$ cat src/rtl/inst_buffer.sv
`default_nettype none
// +----------------------------------------------------------------------------+
// | Module : inst_buffer                                                       |
// | Brief  : Circular instruction FIFO between fetch and decode with squash.   |
// | Rev    : 1.0  initial release                                              |
// +----------------------------------------------------------------------------+
module inst_buffer #(
  parameter int DEPTH = 8,
  parameter int XLEN  = 32
) (
  input  logic                       clock,
  input  logic                       reset,
  input  logic                       squash,
  input  logic                       in_valid,
  input  logic [31:0]                in_inst,
  input  logic [XLEN-1:0]            in_PC,
  input  logic [XLEN-1:0]            in_NPC,
  output logic                       fetch_en,
  input  logic                       deq_ready,
  output logic                       out_valid,
  output logic [31:0]                out_inst,
  output logic [XLEN-1:0]            out_PC,
  output logic [XLEN-1:0]            out_NPC,
  output logic [$clog2(DEPTH+1)-1:0] count
);

  localparam int c_PTR_W = $clog2(DEPTH);
  localparam int c_CNT_W = $clog2(DEPTH + 1);
  localparam logic [c_PTR_W-1:0] c_LAST_IDX = c_PTR_W'(DEPTH - 1);
  localparam logic [c_CNT_W-1:0] c_FULL_CNT = c_CNT_W'(DEPTH);

  logic [31:0]       r_inst_mem [DEPTH];
  logic [XLEN-1:0]   r_pc_mem   [DEPTH];
  logic [XLEN-1:0]   r_npc_mem  [DEPTH];

  logic [c_PTR_W-1:0] r_head;
  logic [c_PTR_W-1:0] r_tail;
  logic [c_CNT_W-1:0] r_count;

  logic               w_not_full;
  logic               w_not_empty;
  logic               w_enq;
  logic               w_deq;
  logic [c_PTR_W-1:0] w_head_next;
  logic [c_PTR_W-1:0] w_tail_next;

  // Space/occupancy flags look only at the count register so fetch_en never
  // depends combinationally on this cycle's inputs.
  assign w_not_full  = (r_count != c_FULL_CNT);
  assign w_not_empty = (r_count != '0);

  assign w_enq = in_valid && w_not_full && !squash;
  assign w_deq = w_not_empty && deq_ready && !squash;

  // Explicit wrap compare keeps non-power-of-two depths correct.
  assign w_head_next = (r_head == c_LAST_IDX) ? '0 : r_head + c_PTR_W'(1);
  assign w_tail_next = (r_tail == c_LAST_IDX) ? '0 : r_tail + c_PTR_W'(1);

  always_ff @(posedge clock) begin
    if (reset || squash) begin
      r_head  <= '0;
      r_tail  <= '0;
      r_count <= '0;
    end else begin
      if (w_enq) r_tail <= w_tail_next;
      if (w_deq) r_head <= w_head_next;
      case ({w_enq, w_deq})
        2'b10:   r_count <= r_count + c_CNT_W'(1);
        2'b01:   r_count <= r_count - c_CNT_W'(1);
        default: r_count <= r_count;
      endcase
    end
  end

  // Entry storage is never reset; it is masked at the outputs while empty.
  always_ff @(posedge clock) begin
    if (w_enq) begin
      r_inst_mem[r_tail] <= in_inst;
      r_pc_mem[r_tail]   <= in_PC;
      r_npc_mem[r_tail]  <= in_NPC;
    end
  end

  assign fetch_en  = w_not_full;
  assign out_valid = w_not_empty;
  assign out_inst  = w_not_empty ? r_inst_mem[r_head] : '0;
  assign out_PC    = w_not_empty ? r_pc_mem[r_head]   : '0;
  assign out_NPC   = w_not_empty ? r_npc_mem[r_head]  : '0;
  assign count     = r_count;

endmodule
`default_nettype wire
$ cat config.mk
export PLATFORM = sky130hd
export DESIGN_NAME = inst_buffer
export DESIGN_NICKNAME = d
export VERILOG_FILES = /design/src/rtl/inst_buffer.sv
export SDC_FILE = /design/constraint.sdc
export NUM_CORES = 1
export LEC_CHECK = 0
export CAP_MARGIN = 10
export CELL_PAD_IN_SITES_DETAIL_PLACEMENT = 1
export CELL_PAD_IN_SITES_GLOBAL_PLACEMENT = 1
export CORE_MARGIN = 2
export CORE_UTILIZATION = 47
export CTS_BUF_LIST = sky130_fd_sc_hd__clkbuf_16
export DETAILED_ROUTE_END_ITERATION = 16
export GPL_TIMING_DRIVEN = 1
export PLACE_DENSITY_LB_ADDON = 0.1
export SETUP_SLACK_MARGIN = 0.4
export SYNTH_ARGS = -nofsm -noshare
export SYNTH_HDL_FRONTEND = slang
export SYNTH_SLANG_ARGS = --single-unit
$ cat constraint.sdc
create_clock -name clock -period 13.17 [get_ports clock]
set_input_delay 2.634 -clock clock [delete_from_list [all_inputs] [get_ports clock]]
set_output_delay 2.634 -clock clock [all_outputs]
set_load 0.1 [all_outputs]
After elaboration in Yosys (flattened, before gate mapping)

Memory sizes are Yosys's and may differ from the RTL's. A register that Yosys moved wholly into a read port is not among the register bits.
Cells that the tools add are included.

Bits in registers: 10
Bits in writable memories: 768
Input port bits: 101
Logic and storage cells: 37
Memories: 3

Memory list:

| memory     | words | width | rd ports | clocked after memory_dff | wr ports | RTL line | source |
|---|---|---|---|---|---|---|---|
| r_inst_mem | 8     | 32    | 1        | 1                        | 1        | 32       | `logic [31:0] r_inst_mem [DEPTH];` |
| r_npc_mem  | 8     | 32    | 1        | 1                        | 1        | 34       | `logic [XLEN-1:0] r_npc_mem [DEPTH];` |
| r_pc_mem   | 8     | 32    | 1        | 1                        | 1        | 33       | `logic [XLEN-1:0] r_pc_mem [DEPTH];` |

Add/subtract/negate cells: 4
Equality and inequality tests: 5
Multiplexer cells: 14
Reduce and logical (&&, ||, !) cells: 8

Operators with widths:

| operator                                             | number |
|---|---|
| 2-to-1 mux 32 bit                                    | 3 |
| 2-to-1 mux 3 bit                                     | 8 |
| case mux 4 bit (2 select lines)                      | 1 |
| adder 3 x 1 -> 3 bit (second input constant)         | 2 |
| equality test 3 bit (second input constant)          | 2 |
| adder 4 x 1 -> 4 bit (second input constant)         | 1 |
| logical AND 1 bit                                    | 4 |
| != test 4 bit (second input constant)                | 1 |
| nonzero test 4 bit                                   | 1 |
| subtractor 4 x 1 -> 4 bit (second input constant)    | 1 |
| equality test 2 x 1 -> 1 bit (second input constant) | 1 |
| equality test 2 bit (second input constant)          | 1 |
| 2-to-1 mux 1 bit                                     | 2 |
| nonzero test 2 bit                                   | 1 |
| zero test 1 bit                                      | 1 |
| logical OR 1 bit                                     | 1 |

Logic depth before layout (Yosys ltp)

Depth after elaboration: 5
Depth in mapped cells: 12
Depth with buffers taken out: 11

Least setup slack after synthesis

Ideal clock, no wire load.

Path type: in2reg
Start: in squash
End: mem r_inst_mem[0][0] (enable)
Arrival time: 11.914 ns
Slack: 0.470 ns
Cell stages on the path: 2
Path buffers: 0
Path through: nand3b_4 nor4_1

Word-level cells in the longest chain between the ends: 4

Ends and longest elaborated chain:

| what                                   | RTL line | source |
|---|---|---|
| start: declaration                     | 13       | `input logic squash,` |
| zero test 1 bit                        | 52       | `assign w_enq = in_valid && w_not_full && !squash;` |
| logical AND 1 bit                      | 52       |  |
| 2-to-1 mux 1 bit                       | 77       | `if (w_enq) begin` |
| 2-to-1 mux 1 bit (not written as such) | 78       | `r_inst_mem[r_tail] <= in_inst;` |
| end: declaration                       | 32       |  |

No other way between the ends.

==> results_dict.tcl <==
set metrics [dict create \
    status "finished clean" \
    reg2reg_slack_ns 9.26 \
    grt_pass1_vias 15200 \
    syn_inst 1298 \
    routabilityCongestion 0.696 \
    clk_pin_slew_worst_paths_ns 0.06 \
    finalSetupViolations 0 \
    dieArea_um2 65600 \
    cts_root_buffer "clkbuf_16" \
    p_leak_nw 10.7 \
    hold_viol 0 \
    seq_area_frac_synth 0.781 \
    post_drt_wl_per_cell_um 26.5 \
    clock_latency_ns 0.62 \
    syn-cell-area_um2 29900 \
    min_period_over_period 0.571 \
    cts_setup_buffers 0 \
    viasPerCell 5.57 \
    worst_pin_slew_ns 1.13 \
    drive_above_1_share 0.215 \
    cts_made_buffers 81 \
    ys_types 31 \
    yosysWarnings 0 \
    max_freq_ghz 0.133 \
    maxSlewHeadroom 0.247 \
    worstPathArrival_ns 4.88 \
    finClkSkew_ns 0.0244 \
    cts.sinks 781 \
    pre_cts_slack_ns 6.10 \
    syn_area_per_cell_um2 23.0 \
    end_kind "output port" \
    slew_viol_final 0 \
    stdcell_count 2450 \
    maxCapViolCount 0 \
    path_max_fanout 100 \
    hpwl_um 34400 \
    dp.cells 2304 \
    syn2layout_area_growth_pct 18.2 \
    grt_pass1_wl_um 98600 \
    drt_iter0_markers 865 \
    nets 1649 \
    start_util 0.474 \
    cts_resized 0 \
    setup_slack_ns 5.65 \
    hold_ws_ns 0.479 \
    vdd_drop_max_mv 0.107 \
    hold_class "flip-flop to flip-flop" \
    grt_overflow_total 0 \
    dieWidth_um 256 \
    rows 92 \
    antenna_found_initial 7 \
    synth_nets 1406 \
    power.density_nw_per_um2 145 \
    ios 203 \
    cts_tree "built" \
    drc 0 \
    rsz0062_at_grt "no" \
    startpoint_type "flip-flop" \
    postCtsHoldBufs 0 \
    cts.path.max_buffers 3 \
    required_ns 10.54 \
    grt_max_degree 101 \
    drt_pre_antenna_iters 4 \
    num_vias 13600 \
    worstSetupPathType "flip-flop to output port" \
    core_um2 63000 \
    final_util 0.561 \
    period_needed_ns 7.52 \
    synth-seq-cells 781 \
    routed_wl_um 64900 \
    cts.htree.levels 3 \
    die-height_um 256 \
    grt.total_usage 0.203 \
    io_buffers 202 \
    ant_nets 0 \
    tns_ns 0 \
]
[registers in the layout, indices dropped and copies added (netlist names), named ones only]
| signal | count |
|---|---|
| r_inst_mem | 256 |
| r_npc_mem | 256 |
| r_pc_mem | 256 |
| count | 4 |
| r_head | 3 |
| r_tail | 3 |
[logic make-up after synthesis]
family | after synthesis | share of synthesized area
compound gates | 11 | 0.00222
fa+ha+maj | 7 | 0.00293
buf+inv | 69 | 0.0152
mux | 291 | 0.178
xor+xnor | 3 | 0.000880
simple gates | 136 | 0.0199
flops | 781 | 0.781
[final cells by class]
class / count / area [µm²]
Timing Repair Buffer: 228 / 2250
Clock buffer: 83 / 2080
Inverter: 1 / 3.75
Multi-Input combinational cell: 448 / 6140
Fill cell: 5332 / 27700
Sequential cell: 781 / 23300
Tap cell: 846 / 1060
Antenna cell: 1 / 2.50
Clock inverter: 62 / 429
[placed cells by master, fill, tap and decap left out, types with 2 or more instances in the layout]
master	instances
bufinv_16	6
edfxtp_1	768
buf_12	3
buf_4	23
mux2i_1	98
nand2b_1	2
nor3_2	4
a21oi_1	7
clkinv_2	15
nand3_1	4
ha_1	7
clkbuf_16	83
inv_6	3
clkinv_1	17
mux4_2	192
dfxtp_1	10
xor2_1	3
nor2_1	100
dfxtp_4	3
clkdlybuf4s50_1	202
nand2_1	10
nor2_4	3
or3_1	4
inv_1	20
[metal layers]
metal	vias up	track usage	routed length (µm)
li1	5926	-	-
met1	7337	0.268	27400
met5	-	0	80
met3	94	0.0412	2720
met4	12	0.0513	1180
met2	270	0.346	33500
[metrics by stage]
stage	power (mW)	area, µm²
after floorplan	2.94	29900
after global placement	3.03	32800
after detailed placement	3.03	32800
after CTS	5.20	35300
after global routing	5.30	35300
final	5.13	35300
[path summary, 6_finish.rpt]
| check | startpoint | endpoint | cells after the start |
|---|---|---|---|
| setup / recovery | flip-flop | out_inst[19] | 6 |
| hold / removal | r_head[2] | flip-flop | 2 |
| setup reg to reg | count[1] | count[2] | 13 |
| hold reg to reg | r_head[2] | flip-flop | 2 |
[report_power, final]
group	internal [mW]	leakage (nW)	total, mW	switching, mW
Sequential	2.75	7.05	2.75	0.00552
Combinational	0.0726	2.34	0.224	0.152
Clock	1.25	1.32	2.16	0.901
[Yosys cell counts (all sizes together)]
library cell  instances  area share
buf                  58       0.014
mux2                  1     0.00038
or3                   4     0.00084
a41oi                 1     0.00029
nand2b                2     0.00042
mux2i                98       0.033
nand3                 4     0.00067
mux4                192        0.14
clkbuf               10      0.0013
edfxtp              768        0.77
nand4b                1     0.00029
o21ai                 1     0.00017
nor4b                 1     0.00029
nand3b                1     0.00067
nor4                  2     0.00092
o41ai                 1     0.00029
dfxtp                13      0.0087
ha                    7      0.0029
nand2                11      0.0015
inv                   1     0.00013
or4b                  1     0.00034
or2                   1     0.00021
a21oi                 8      0.0015
xor2                  3     0.00088
nor2                103       0.013
nor3                  5     0.00084
[critical path, stage by stage, from the launching register on]
cell and delay, ns:
dfxtp_4 0.69, buf_4 0.79, buf_12 0.70, mux4_2 0.61, mux2i_1 0.16, nor2_1 0.10, clkdlybuf4s50_1 1.03
Power figures use the tool's default switching activity.
